File: src/rtl/stopwatch_if.sv
// Stopwatch control/status bundle between tick logic and display driver.
// master drives strobes/levels/preset; slave returns time, lap and flags.
interface stopwatch_if;
    logic        tick;
    logic        adj_tick;
    logic        pause_btn;
    logic        adjust;
    logic        select;
    logic        mode;
    logic        load;
    logic [15:0] preset;
    logic        lap;
    logic [3:0]  min1;
    logic [3:0]  min0;
    logic [3:0]  sec1;
    logic [3:0]  sec0;
    logic [15:0] lap_time;
    logic        lap_valid;
    logic        paused;
    logic        expired;
    logic        load_err;

    modport master (
        output tick, adj_tick, pause_btn, adjust, select, mode,
        output load, preset, lap,
        input  min1, min0, sec1, sec0, lap_time, lap_valid,
        input  paused, expired, load_err
    );

    modport slave (
        input  tick, adj_tick, pause_btn, adjust, select, mode,
        input  load, preset, lap,
        output min1, min0, sec1, sec0, lap_time, lap_valid,
        output paused, expired, load_err
    );
endinterface

File: src/rtl/stopwatch_core.sv
// MM:SS BCD stopwatch: up/down run, adjust, preset load, lap, expiry.
// Ports: clk, reset (async active-low), sw (stopwatch_if.slave bundle).
module stopwatch_core #(
    parameter int MIN_MAX      = 59,
    parameter bit START_PAUSED = 1'b0
) (
    input  logic       clk,
    input  logic       reset,
    stopwatch_if.slave sw
);
    localparam logic [6:0] MAXB = 7'(MIN_MAX);

    logic [3:0]  min1_q, min0_q, sec1_q, sec0_q;
    logic [3:0]  min1_d, min0_d, sec1_d, sec0_d;
    logic [15:0] lap_q, lap_d;
    logic        lapv_q, lapv_d;
    logic        paused_q, paused_d;
    logic        exp_q, exp_d;
    logic        lerr_q, lerr_d;
    logic        pbtn_q, lbtn_q;

    logic        pause_rise, lap_rise;
    logic        preset_ok;
    logic [6:0]  min_val, pre_min;
    logic [15:0] time_q;

    assign time_q  = {min1_q, min0_q, sec1_q, sec0_q};
    assign min_val = 7'(min1_q) * 7'd10 + 7'(min0_q);
    // Truncation for digits >9 is harmless: the digit checks reject those.
    assign pre_min = 7'(sw.preset[15:12]) * 7'd10 + 7'(sw.preset[11:8]);

    assign pause_rise = sw.pause_btn & ~pbtn_q;
    assign lap_rise   = sw.lap & ~lbtn_q;

    assign preset_ok = (sw.preset[15:12] <= 4'd9) &&
                       (sw.preset[11:8]  <= 4'd9) &&
                       (sw.preset[7:4]   <= 4'd5) &&
                       (sw.preset[3:0]   <= 4'd9) &&
                       (pre_min <= MAXB);

    always_comb begin
        min1_d   = min1_q;
        min0_d   = min0_q;
        sec1_d   = sec1_q;
        sec0_d   = sec0_q;
        lap_d    = lap_q;
        lapv_d   = lapv_q;
        lerr_d   = 1'b0;
        paused_d = paused_q ^ pause_rise;
        // Leaving down mode clears the sticky expiry flag.
        exp_d    = exp_q & sw.mode;

        // Lap samples the pre-update time; a valid load below may clear lapv.
        if (lap_rise) begin
            lap_d  = time_q;
            lapv_d = 1'b1;
        end

        if (sw.load) begin
            if (preset_ok) begin
                {min1_d, min0_d, sec1_d, sec0_d} = sw.preset;
                exp_d  = 1'b0;
                lapv_d = 1'b0;
            end else begin
                lerr_d = 1'b1;
            end
        end else if (sw.adjust && sw.adj_tick) begin
            exp_d = 1'b0;
            if (sw.select) begin
                if (sec1_q == 4'd5 && sec0_q == 4'd9) begin
                    sec1_d = 4'd0;
                    sec0_d = 4'd0;
                end else if (sec0_q == 4'd9) begin
                    sec0_d = 4'd0;
                    sec1_d = sec1_q + 4'd1;
                end else begin
                    sec0_d = sec0_q + 4'd1;
                end
            end else begin
                if (min_val >= MAXB) begin
                    min1_d = 4'd0;
                    min0_d = 4'd0;
                end else if (min0_q == 4'd9) begin
                    min0_d = 4'd0;
                    min1_d = min1_q + 4'd1;
                end else begin
                    min0_d = min0_q + 4'd1;
                end
            end
        end else if (!sw.adjust && sw.tick && !paused_q) begin
            if (!sw.mode) begin
                if (sec0_q != 4'd9) begin
                    sec0_d = sec0_q + 4'd1;
                end else begin
                    sec0_d = 4'd0;
                    if (sec1_q != 4'd5) begin
                        sec1_d = sec1_q + 4'd1;
                    end else begin
                        sec1_d = 4'd0;
                        if (min_val >= MAXB) begin
                            min1_d = 4'd0;
                            min0_d = 4'd0;
                        end else if (min0_q == 4'd9) begin
                            min0_d = 4'd0;
                            min1_d = min1_q + 4'd1;
                        end else begin
                            min0_d = min0_q + 4'd1;
                        end
                    end
                end
            end else if (time_q == 16'h0000) begin
                exp_d = 1'b1;
            end else begin
                // 00:01 is the only value whose decrement lands on 00:00.
                if (time_q == 16'h0001) exp_d = 1'b1;
                if (sec0_q != 4'd0) begin
                    sec0_d = sec0_q - 4'd1;
                end else begin
                    sec0_d = 4'd9;
                    if (sec1_q != 4'd0) begin
                        sec1_d = sec1_q - 4'd1;
                    end else begin
                        sec1_d = 4'd5;
                        if (min0_q != 4'd0) begin
                            min0_d = min0_q - 4'd1;
                        end else begin
                            min0_d = 4'd9;
                            min1_d = min1_q - 4'd1;
                        end
                    end
                end
            end
        end
    end

    always_ff @(posedge clk or negedge reset) begin
        if (!reset) begin
            min1_q   <= 4'd0;
            min0_q   <= 4'd0;
            sec1_q   <= 4'd0;
            sec0_q   <= 4'd0;
            lap_q    <= 16'h0000;
            lapv_q   <= 1'b0;
            paused_q <= START_PAUSED;
            exp_q    <= 1'b0;
            lerr_q   <= 1'b0;
            pbtn_q   <= 1'b0;
            lbtn_q   <= 1'b0;
        end else begin
            min1_q   <= min1_d;
            min0_q   <= min0_d;
            sec1_q   <= sec1_d;
            sec0_q   <= sec0_d;
            lap_q    <= lap_d;
            lapv_q   <= lapv_d;
            paused_q <= paused_d;
            exp_q    <= exp_d;
            lerr_q   <= lerr_d;
            pbtn_q   <= sw.pause_btn;
            lbtn_q   <= sw.lap;
        end
    end

    assign sw.min1      = min1_q;
    assign sw.min0      = min0_q;
    assign sw.sec1      = sec1_q;
    assign sw.sec0      = sec0_q;
    assign sw.lap_time  = lap_q;
    assign sw.lap_valid = lapv_q;
    assign sw.paused    = paused_q;
    assign sw.expired   = exp_q;
    assign sw.load_err  = lerr_q;
endmodule

File: src/flat_wrapper.sv
// flat-port wrapper written by rule: the top's interface ports become plain ports
module stopwatch_core_flat 
#(
    parameter int MIN_MAX      = 59,
    parameter bit START_PAUSED = 1'b0
)
  (clk, reset, sw_tick, sw_adj_tick, sw_pause_btn, sw_adjust, sw_select, sw_mode, sw_load, sw_preset, sw_lap, sw_min1, sw_min0, sw_sec1, sw_sec0, sw_lap_time, sw_lap_valid, sw_paused, sw_expired, sw_load_err);
  stopwatch_if sw_i ();
  input  logic clk;
  input  logic reset;
  input wire logic [$bits(sw_i.tick)-1:0] sw_tick;
  input wire logic [$bits(sw_i.adj_tick)-1:0] sw_adj_tick;
  input wire logic [$bits(sw_i.pause_btn)-1:0] sw_pause_btn;
  input wire logic [$bits(sw_i.adjust)-1:0] sw_adjust;
  input wire logic [$bits(sw_i.select)-1:0] sw_select;
  input wire logic [$bits(sw_i.mode)-1:0] sw_mode;
  input wire logic [$bits(sw_i.load)-1:0] sw_load;
  input wire logic [$bits(sw_i.preset)-1:0] sw_preset;
  input wire logic [$bits(sw_i.lap)-1:0] sw_lap;
  output wire logic [$bits(sw_i.min1)-1:0] sw_min1;
  output wire logic [$bits(sw_i.min0)-1:0] sw_min0;
  output wire logic [$bits(sw_i.sec1)-1:0] sw_sec1;
  output wire logic [$bits(sw_i.sec0)-1:0] sw_sec0;
  output wire logic [$bits(sw_i.lap_time)-1:0] sw_lap_time;
  output wire logic [$bits(sw_i.lap_valid)-1:0] sw_lap_valid;
  output wire logic [$bits(sw_i.paused)-1:0] sw_paused;
  output wire logic [$bits(sw_i.expired)-1:0] sw_expired;
  output wire logic [$bits(sw_i.load_err)-1:0] sw_load_err;
  assign sw_i.tick = sw_tick;
  assign sw_i.adj_tick = sw_adj_tick;
  assign sw_i.pause_btn = sw_pause_btn;
  assign sw_i.adjust = sw_adjust;
  assign sw_i.select = sw_select;
  assign sw_i.mode = sw_mode;
  assign sw_i.load = sw_load;
  assign sw_i.preset = sw_preset;
  assign sw_i.lap = sw_lap;
  assign sw_min1 = sw_i.min1;
  assign sw_min0 = sw_i.min0;
  assign sw_sec1 = sw_i.sec1;
  assign sw_sec0 = sw_i.sec0;
  assign sw_lap_time = sw_i.lap_time;
  assign sw_lap_valid = sw_i.lap_valid;
  assign sw_paused = sw_i.paused;
  assign sw_expired = sw_i.expired;
  assign sw_load_err = sw_i.load_err;
  stopwatch_core #(.MIN_MAX(MIN_MAX), .START_PAUSED(START_PAUSED)) u_core (.clk(clk), .reset(reset), .sw(sw_i));
endmodule
File: config.mk
export PLATFORM = sky130hd
export DESIGN_NAME = stopwatch_core_flat
export DESIGN_NICKNAME = d
export VERILOG_FILES = /design/src/rtl/stopwatch_if.sv /design/src/rtl/stopwatch_core.sv /design/src/flat_wrapper.sv
export SDC_FILE = /design/constraint.sdc
export NUM_CORES = 1
export LEC_CHECK = 0
export ABC_AREA = 1
export ABC_CLOCK_PERIOD_IN_PS = 2800
export CAP_MARGIN = 5
export CORE_MARGIN = 3
export CORE_UTILIZATION = 35
export CTS_CLUSTER_DIAMETER = 40
export CTS_CLUSTER_SIZE = 40
export DETAILED_ROUTE_END_ITERATION = 10
export SYNTH_ARGS = -nofsm -noshare
export SYNTH_HDL_FRONTEND = slang
export SYNTH_SLANG_ARGS = --single-unit
File: constraint.sdc
create_clock -name clk -period 2.8 [get_ports clk]
set_clock_uncertainty 0.05 [all_clocks]
set_input_delay 0.56 -clock clk [delete_from_list [all_inputs] [get_ports clk]]
set_output_delay 0.56 -clock clk [all_outputs]
set_load 0.01 [all_outputs]
# After elaboration in Yosys (flattened, before gate mapping)
# Index checks and enable logic that the tools add are counted.
dict set report totals {
  register_bits 38
  mem_count 0
  ramBits 0
  romBits 0
  latchBits 0
  out_inout_bits 36
  elab_cells 134
}
dict set report op_classes {
  n_mux 64
  bitwise_logic 6
  reduce_logical 19
  n_addsub 10
  n_eq_ne 16
  mul 2
  n_shift 0
  magnitude_cmp 6
  div 0
}
# cell n
set ops {}
lappend ops {{4-bit two-way mux} 52}
lappend ops {{4-bit by 3-bit != test with 1-bit output, second input constant} 7}
lappend ops {{4-bit by 1-bit adder with 4-bit output, second input constant} 4}
lappend ops {{16-bit by 1-bit == test with 1-bit output, second input constant} 1}
lappend ops {{16-bit logical NOT} 1}
lappend ops {{4-bit by 1-bit subtractor with 4-bit output, second input constant} 4}
lappend ops {{7-bit by 4-bit adder with 7-bit output} 2}
lappend ops {{4-bit <= comparator, second input constant} 3}
lappend ops {{4-bit by 3-bit multiplier with 6-bit output, second input constant} 2}
lappend ops {{1-bit two-way mux} 12}
lappend ops {{4-bit nonzero test} 3}
lappend ops {{9-bit AND reduction} 1}
lappend ops {{4-bit == test, second input constant} 2}
lappend ops {{1-bit logical AND} 8}
lappend ops {{4-bit != test, second input constant} 2}
lappend ops {{8-bit AND reduction} 1}
lappend ops {{7-bit by 6-bit greater-or-equal comparator with 1-bit output, second input constant} 1}
lappend ops {{7-bit by 6-bit <= comparator with 1-bit output, second input constant} 1}
lappend ops {{7-bit AND reduction} 1}
lappend ops {{3-bit != test, second input constant} 2}
lappend ops {{4-bit by 3-bit == test with 1-bit output, second input constant} 1}
lappend ops {{4-bit by 3-bit <= comparator with 1-bit output, second input constant} 1}
lappend ops {{4-bit AND reduction} 1}
lappend ops {{1-bit AND} 3}
lappend ops {{other kinds (5)} 7}

# Logic depth before layout (Yosys ltp)
dict set report logic_depth {
  word_depth 10
  mapped_depth 16
}

# Worst setup path after synthesis
# Ideal clock, no wire load.
dict set report synth_path {
  path_type {input to register}
  from {input port sw_preset[13]}
  to {register u_core.sec0_q[2], in the netlist u_core.sw.sec0[2]}
  t_required_ns 2.622
  t_arrival_ns 2.392
  setup_slack_ns 0.231
  stages 14
  path_cell_list {ha_1 ha_1 inv_1 fa_1 nor2_1 nand3_1 nand3_1 nand2_1 inv_1 nand2_1 nand2_1 nand2_2 nor2_4 o21ai_0}
}
dict set report synth_via {
  elab_chain_len 7
  elab_cells_between_ends 10
}
# element line_no
set synth_rtl {}
lappend synth_rtl {{start: declaration} flat_wrapper.sv:18} ;# input wire logic [$bits(sw_i.preset)-1:0] sw_preset;
lappend synth_rtl {{parallel branches: the longest is 4 deep, another holds 7-bit by 4-bit adder with 7-bit output} --}
lappend synth_rtl {{1-bit logical AND (*)} stopwatch_core.sv:38} ;# (sw.preset[3:0] <= 4'd9) &&
lappend synth_rtl {{2-bit by 1-bit != test with 1-bit output (no source line) (*)} --}
lappend synth_rtl {{4-bit AND reduction (no source line) (*)} --}
lappend synth_rtl {{end signal: assignment} stopwatch_core.sv:141} ;# sec0_q <= 4'd0;
lappend synth_rtl {{end signal: assignment} stopwatch_core.sv:153} ;# sec0_q <= sec0_d;
lappend synth_rtl {{end: declaration} stopwatch_core.sv:13} ;# logic [3:0] min1_q, min0_q, sec1_q, sec0_q;
# Every way passes the cells marked *.
# A chain may end at the register's enable or synchronous reset.

# Final worst setup path
dict set report layout_path {
  from {input port sw_preset[9]}
  to {register u_core.exp_q, in the netlist u_core.sw.expired}
}
dict set report layout_via {
  elab_chain_len 7
  elab_cells_between_ends 9
}
# element line_no
set layout_rtl {}
lappend layout_rtl {{parallel branches: the longest is 4 deep, another holds 7-bit by 4-bit adder with 7-bit output} --}
lappend layout_rtl {{1-bit logical AND (*)} stopwatch_core.sv:38}
lappend layout_rtl {{1-bit two-way mux (*)} stopwatch_core.sv:60} ;# if (preset_ok) begin
lappend layout_rtl {{1-bit two-way mux (*)} stopwatch_core.sv:59} ;# if (sw.load) begin
lappend layout_rtl {{named net u_core.exp_d} stopwatch_core.sv:18} ;# logic exp_q, exp_d;
lappend layout_rtl {{end signal: assignment} stopwatch_core.sv:157} ;# exp_q <= exp_d;
lappend layout_rtl {{end: declaration} stopwatch_core.sv:18}
# Mark *: on every way through the listed nets, which the timed path passes.

==> flow_summary.rst <==
.. list-table::
   :header-rows: 1

   * - Metric
     - Value
   * - Status
     - completed
   * - Register bit total from synthesis
     - 38
   * - Portion of total power attributed to combinational logic
     - 60.6%
   * - # fillers
     - 858
   * - Average footprint of a synthesized cell
     - 7.11 um^2
   * - Initial DRC count
     - 170
   * - Number of buffers created by CTS
     - 5
   * - Share of the clock period used by the worst path after layout
     - 91.4%
   * - Slew @ Worst Pin
     - 0.877 ns
   * - Share of the yosys chip area belonging to registers
     - 30.9%
   * - Net switching power
     - 1.54 mW
   * - Setup repair after global routing missed its margin
     - false
   * - Average wire per cell in the routed design
     - 13.5 um
   * - Worst-path fanout max
     - 4
   * - Path type of the worst min-delay path
     - in -> async
   * - Maximum vdd drop
     - 0.000284 V
   * - Post-synthesis async set-or-reset flop share
     - 100%
   * - Power per cell area
     - 823 nW/um^2
   * - Top cells by area in the synthesized netlist
     - sky130_fd_sc_hd__dfrtp_1, sky130_fd_sc_hd__nand2_1, sky130_fd_sc_hd__ha_1, sky130_fd_sc_hd__inv_1, sky130_fd_sc_hd__o21ai_0
   * - Total of warnings raised by yosys
     - 0
   * - Critical path required time
     - 2.97 ns
   * - Maximum number of pins on one net before global-route repair
     - 39
   * - Die width
     - 99.8 um
   * - Net Count, Synth
     - 486
   * - Clock transition time at the flip-flop clock pins of the worst setup and hold paths
     - 0.08 ns
   * - Crit path to
     - u_core.sw.expired
   * - Area of the die
     - 9960 um^2
   * - TritonCTS clock tree
     - yes
   * - Nature of the critical path startpoint
     - input pin
   * - Final max-slew violation count
     - 0
   * - Ranking of synthesized cells by instance count
     - sky130_fd_sc_hd__nand2_1, sky130_fd_sc_hd__inv_1, sky130_fd_sc_hd__o21ai_0
   * - Sequential share of power
     - 27.6%
   * - Source-to-sink clock delay at the later pin of the worst-skew pair
     - 0.30 ns
   * - Maximum Capacitance Violations
     - 0
   * - Initial standard-cell utilization of the core
     - 36.7%
   * - Count of flip-flops with a built-in enable after synthesis
     - 0
   * - R2R depth
     - 13
   * - GRT Total Usage
     - 17.8%
   * - Final Critical Period
     - 2.56 ns
   * - Area taken by flip-flops and latches
     - 951 um^2
   * - Number of clock sinks seen by CTS
     - 38
   * - IO buf count
     - 61
   * - Final routed wirelength across all metal layers
     - 8.43 mm
   * - Floorplan core area
     - 8380 um^2
   * - Number of standard-cell rows in the floorplan
     - 33
   * - Total Nets Final
     - 571
   * - Layout cell share with drive strength beyond 1
     - 13.7%
   * - Worst slack at placement
     - -0.431 ns
   * - Reg2Reg Setup Slack
     - 0.25 ns
   * - WP data arrival
     - 2.73 ns
   * - Number of buffers on the longest clock path
     - 2
   * - Number of detailed-routing iterations run before antenna repair
     - 5
   * - Area taken by multi-input logic gates
     - 1900 um^2
   * - Congestion Overflow GR
     - 0
   * - Power Total
     - 3.38 mW
   * - Cell with the most instances after synthesis
     - sky130_fd_sc_hd__nand2_1
   * - Final number of hold-violating endpoints
     - 0
   * - Vias in the first global route
     - 2984
   * - Clock tree root driver cell
     - sky130_fd_sc_hd__clkbuf_8
   * - Switching power as a share of total power
     - 45.6%
   * - Global-route wire length before repair
     - 14.4 mm
   * - Gp weighted congestion
     - 0.932
   * - Post-route setup TNS
     - 0 ns
   * - Cell internal pwr
     - 1.84 mW
   * - Synthesized instance count
     - 433
   * - Top-level port count
     - 62
   * - CP Launch Point
     - sw_preset[9]
   * - Deepest level of the CTS H-tree
     - 2
   * - Critical path capture point type
     - register
   * - Die height
     - 99.8 um
   * - Max_slew headroom
     - 41.5%
   * - Drt via density
     - 4.93
   * - Crit path setup slack, layout
     - 0.242 ns
   * - Final setup viols
     - 0
   * - Vias post-DR
     - 3079
   * - Post-detailed-route DRC marker count
     - 0
   * - Post-synthesis instance area
     - 3080 um^2
   * - Yosys top cell area share
     - 30.9%
   * - FF-to-FF End
     - u_core.sw.min0[0]
   * - Area overhead of the layout relative to synthesis
     - 33.3%
   * - Timing-limited maximum frequency
     - 391 MHz
   * - Antenna violations before repair
     - 0
   * - Prevailing post-synth register cell
     - sky130_fd_sc_hd__dfrtp_1
   * - Hold slack
     - 0.327 ns
   * - Post-layout utilization of the core
     - 49.0%
   * - Startpoint of the lowest-slack register-to-register path
     - u_core.sw.min1[1]
   * - Post-detail-place hpwl
     - 6.70 mm
   * - Standby leakage power
     - 2.05 nW
   * - Netlist cell types
     - 34
   * - Clk pwr share
     - 11.9%
   * - Number of diodes
     - 0
   * - Type of the setup path with the least slack
     - in -> reg
   * - Area leader, netlist
     - sky130_fd_sc_hd__dfrtp_1
   * - Detail Route Antenna Nets
     - 0
[logic make-up (layout without fill, tap and decap cells)]
logic type               count (synthesis)  in the layout  share of synthesized area (%)
AO/OA/AOI/OAI                           67             67                           11.5
XOR/XNOR                                11             11                           3.13
AND/OR/NAND/NOR                        222            222                           33.9
adder cells (fa/ha/maj)                 27             27                           11.9
flip-flops                              38             38                           30.9
buffers and inverters                   68            154                           8.57
[flip-flops by register name, indices dropped and copies added (netlist names)]
name                 flops
u_core.sw.lap_time      16
u_core.sw.min0           4
u_core.sw.min1           4
u_core.sw.sec0           4
u_core.sw.sec1           4
u_core.lbtn_q            1
u_core.pbtn_q            1
u_core.sw.expired        1
u_core.sw.lap_valid      1
u_core.sw.load_err       1
u_core.sw.paused         1
[cells in the final DEF (no fill, tap or decap), drive strengths merged, types with 6 or more instances in the layout]
master,count
nand2,125
inv,60
clkdlybuf4s50,56
o21ai,44
nand3,42
dfrtp,38
nor2,34
buf,25
ha,23
a21oi,14
nand4,9
xor2,9
clkbuf,6
[worst min-delay path by stage]
stage / start / endpoint / slack (ns)
after CTS: reset / u_core.sw.lap_time[6] / 0.36
after global placement: u_core.sw.lap_time[11] / u_core.sw.lap_time[11] / 0.42
after global routing: reset / u_core.sw.sec0[1] / 0.40
after floorplan: reset / u_core.lbtn_q / 0.21
after detailed placement: u_core.sw.lap_time[2] / u_core.sw.lap_time[2] / 0.42
final: reset / u_core.sw.lap_time[6] / 0.33
[layer usage]
layer	wire, um	part of all wire (%)	global-route usage (%)	vias up
met4	91	1.1	3.47	0
met3	499	5.9	3.61	8
met5	0	0	0	-
met1	4000	47	25.5	1411
li1	-	-	-	1577
met2	3850	46	27.9	83
[power by group through the flow]
stage | Combinational [mW] | Clock [mW] | Sequential, mW
after floorplan | 1.15 | 0 | 1.00
after global placement | 2.01 | 0 | 0.935
after detailed placement | 2.03 | 0 | 0.945
after CTS | 2.05 | 0.417 | 0.935
after global routing | 2.33 | 0.442 | 0.967
final | 2.05 | 0.401 | 0.931
[through the flow]
step	instances	instance area, um^2
6_report	624	4110
2_1_floorplan	433	3080
3_5_place_dp	614	3950
4_1_cts	623	4060
5_1_grt	624	4110
3_3_place_gp	614	3950
[layout make-up]
cell class,count,share of cell area [%]
multi-input cells,327,46.2
flip-flops and latches,38,23.2
repair buffers,85,19.6
inverters,61,5.58
well taps,105,3.20
clock buffers,6,2.01
clock inverters,2,0.305
[worst max-delay path, cell delays in order]
cell and delay [ns]:
sky130_fd_sc_hd__clkdlybuf4s50_1 0.50, sky130_fd_sc_hd__ha_1 0.18, sky130_fd_sc_hd__inv_1 0.06, sky130_fd_sc_hd__fa_1 0.43
sky130_fd_sc_hd__inv_1 0.08, sky130_fd_sc_hd__nand3_1 0.07, sky130_fd_sc_hd__a21oi_1 0.13, sky130_fd_sc_hd__nand2_1 0.07
sky130_fd_sc_hd__nand2_2 0.09, sky130_fd_sc_hd__nand2_2 0.09, sky130_fd_sc_hd__buf_4 0.15, sky130_fd_sc_hd__buf_4 0.11
sky130_fd_sc_hd__inv_1 0.06, sky130_fd_sc_hd__nor2_1 0.04, sky130_fd_sc_hd__nor2_1 0.10
[timing repair]
action                                  in CTS  in global routing
endpoints found under the setup margin      13                 17
buffers inserted                             1                  1
gates resized for setup                      4                 13
endpoints found under the hold margin        0                  0
hold buffers                                 0                  0
pin swaps                                    2                  7
Power figures use the tool's default switching activity.
==> patch: new RTL, same flow settings <==
`MIN_MAX` is set to 59 in 2 places; all go to 29.
--- a/src/rtl/stopwatch_core.sv
+++ b/src/rtl/stopwatch_core.sv
@@ -3,3 +3,3 @@
 module stopwatch_core #(
-    parameter int MIN_MAX      = 59,
+    parameter int MIN_MAX      = 29,
     parameter bit START_PAUSED = 1'b0
--- a/src/flat_wrapper.sv
+++ b/src/flat_wrapper.sv
@@ -3,3 +3,3 @@
 #(
-    parameter int MIN_MAX      = 59,
+    parameter int MIN_MAX      = 29,
     parameter bit START_PAUSED = 1'b0
Function: changed (Yosys sat finds a counterexample within 4 cycles, from zero or initial values and one cycle with reset low).
==> patch against the unedited design <==
Synthesized cell count shrank 0.69%. Routed wire length fell by 3.5%. First-iteration DRC count fell by 5.3%. Cell area down 2.0%. Non-clock buffer count is 3 lower. Die area is 2.0% lower. Setup slack lost 0.012 ns. Sequential cell count stayed put. Synthesized area fell by 2.1%. Power decreased by 0.80%. Critical path type unchanged. Critical endpoint is now u_core.sw.min0[0]. Largest cell class unchanged.
==> patch: results (changes against the unedited design) <==
Pwr
  – Lkg Pwr: 1.98 nW (-3.7%)

Global route
  – Number of global-route vias before repair: 2,869 (-3.9%)
  – Largest net degree at the start of global routing: 39 (unchanged)
  – First-pass GRT wire length: 13,900 µm (-3.4%)
  – Total GRT Usage: 17.1% (-0.64 points)

Yosys
  – Netlist cell types: 30 (-12%)
  – Post-synth top cells: nand2_1 (125), inv_1 (52), o21ai_0 (39)
  – Avg Cell Area, Syn: 7.01 µm² (-1.4%)
  – Mapped Nets: 483 (-0.62%)
  – Ys async rst share: 100% (unchanged)
  – Register area share after synthesis: 31.5% (+0.67 points)

Setup path
  – Crit. Startpoint: sw_preset[13]
  – R2R Path End: u_core.sw.min1[3]
  – CP max FO: 7 (+3)
  – Slowest Stage Delay on Critical Path: 0.48 ns (-0.02 ns)
  – Reg2Reg Depth: 11 (-2)
  – Worst EP arrival: 2.70 ns (-0.03 ns)
  – Crit-path slowest cell: fa_1
  – Top delay family on crit path: simple AND/OR/NAND/NOR gates
  – Register-to-register setup slack: 0.40 ns (+0.15 ns)

Cells and area
  – # fillers: 838 (-2.3%)
  – Ratio of cells with drive above 1 in the final layout: 11.1% (-2.5 points)
  – Area grow syn2layout: 33.5%
  – Final nets: 564 (-1.2%)

Timing
  – Worst-Margin Slew: 0.862 ns (-0.0153 ns)

Drt
  – Vias: 2,997 (-2.7%)
  – Pre-Repair DR Iteration Count: 4 (-1)
  – Initial drt markers: 161 (-5.3%)
  – Vias/cell: 4.86 (-1.6%)
  – Final WL: 8140 µm (-3.5%)

Place
  – Post-Place Cells: 609 (-0.81%)
  – Hpwl dp: 6540 µm (-2.3%)
  – RePlAce Congestion: 0.865 (-7.1%)

CTS
  – Postcts setup bufs: 0 (-1)
  – H-tree levels: 2 (unchanged)

Run status
  – Status: finished, final reports clean
[patch: cell families (layout without fill, tap and decap cells)]
logic type | Yosys count | in the layout | share of synthesized area [%]
AND/OR/NAND/NOR | 219 | 219 | 32.0
XOR/XNOR | 13 | 13 | 3.78
buffers and inverters | 63 | 145 | 8.14
AO/OA/AOI/OAI | 69 | 69 | 12.0
multiplexers | 1 | 1 | 0.374
adder cells (fa/ha/maj) | 27 | 27 | 12.2
flip-flops | 38 | 38 | 31.5
[patch: where the power goes]
group / internal (mW) / leakage [nW] / switching, mW / total (mW)
sequential: 0.733 / 0.477 / 0.211 / 0.944
clock: 0.198 / 0.0472 / 0.205 / 0.403
combinational: 0.902 / 1.45 / 1.10 / 2.00
[patch: per-stage QoR]
| step | setup TNS, ns | worst slack, ns | cell area, µm² | power, mW | hold slack, ns |
|---|---|---|---|---|---|
| after detailed placement | -7.44 | -0.433 | 3870 | 2.94 | 0.423 |
| final | 0 | 0.230 | 4020 | 3.35 | 0.330 |
| after CTS | 0 | 0.0397 | 4010 | 3.37 | 0.366 |
| after global placement | -5.64 | -0.332 | 3870 | 2.91 | 0.414 |
| after global routing | 0 | 0.0278 | 4020 | 3.69 | 0.421 |
| after floorplan | 0 | 0.254 | 3010 | 2.13 | 0.214 |
[patch: how the worst max path moves through the flow]
stage / endpoint / depth (start not counted)
6_report: u_core.sw.min0[0] / 15
5_1_grt: u_core.sw.min0[0] / 15
2_1_floorplan: u_core.sw.min0[2] / 15
3_5_place_dp: u_core.sw.sec1[1] / 15
3_3_place_gp: u_core.sw.sec1[1] / 15
4_1_cts: u_core.sw.min0[2] / 15
[patch: cell type report]
| type | count | area (µm²) | area share (%) |
|---|---|---|---|
| repair buffers | 82 | 768 | 19.1 |
| inverters | 55 | 206 | 5.13 |
| clock inverters | 2 | 12.5 | 0.311 |
| well taps | 105 | 131 | 3.27 |
| flip-flops and latches | 38 | 951 | 23.6 |
| multi-input cells | 329 | 1870 | 46.5 |
| clock buffers | 6 | 82.6 | 2.05 |
[patch: per-layer routing]
| layer | wire length (µm) | GRT usage [%] |
|---|---|---|
| met5 | 0 | 0 |
| met4 | 55 | 3.68 |
| met3 | 406 | 2.05 |
| met1 | 3890 | 24.8 |
| met2 | 3790 | 27.5 |
[patch: what timing repair did]
item / in CTS / in global routing
hold endpoints to repair: 0 / 0
setup endpoints to repair: 17 / 17
gates resized for setup: 13 / 7
pin swaps: 6 / 11
hold buffers: 0 / 0
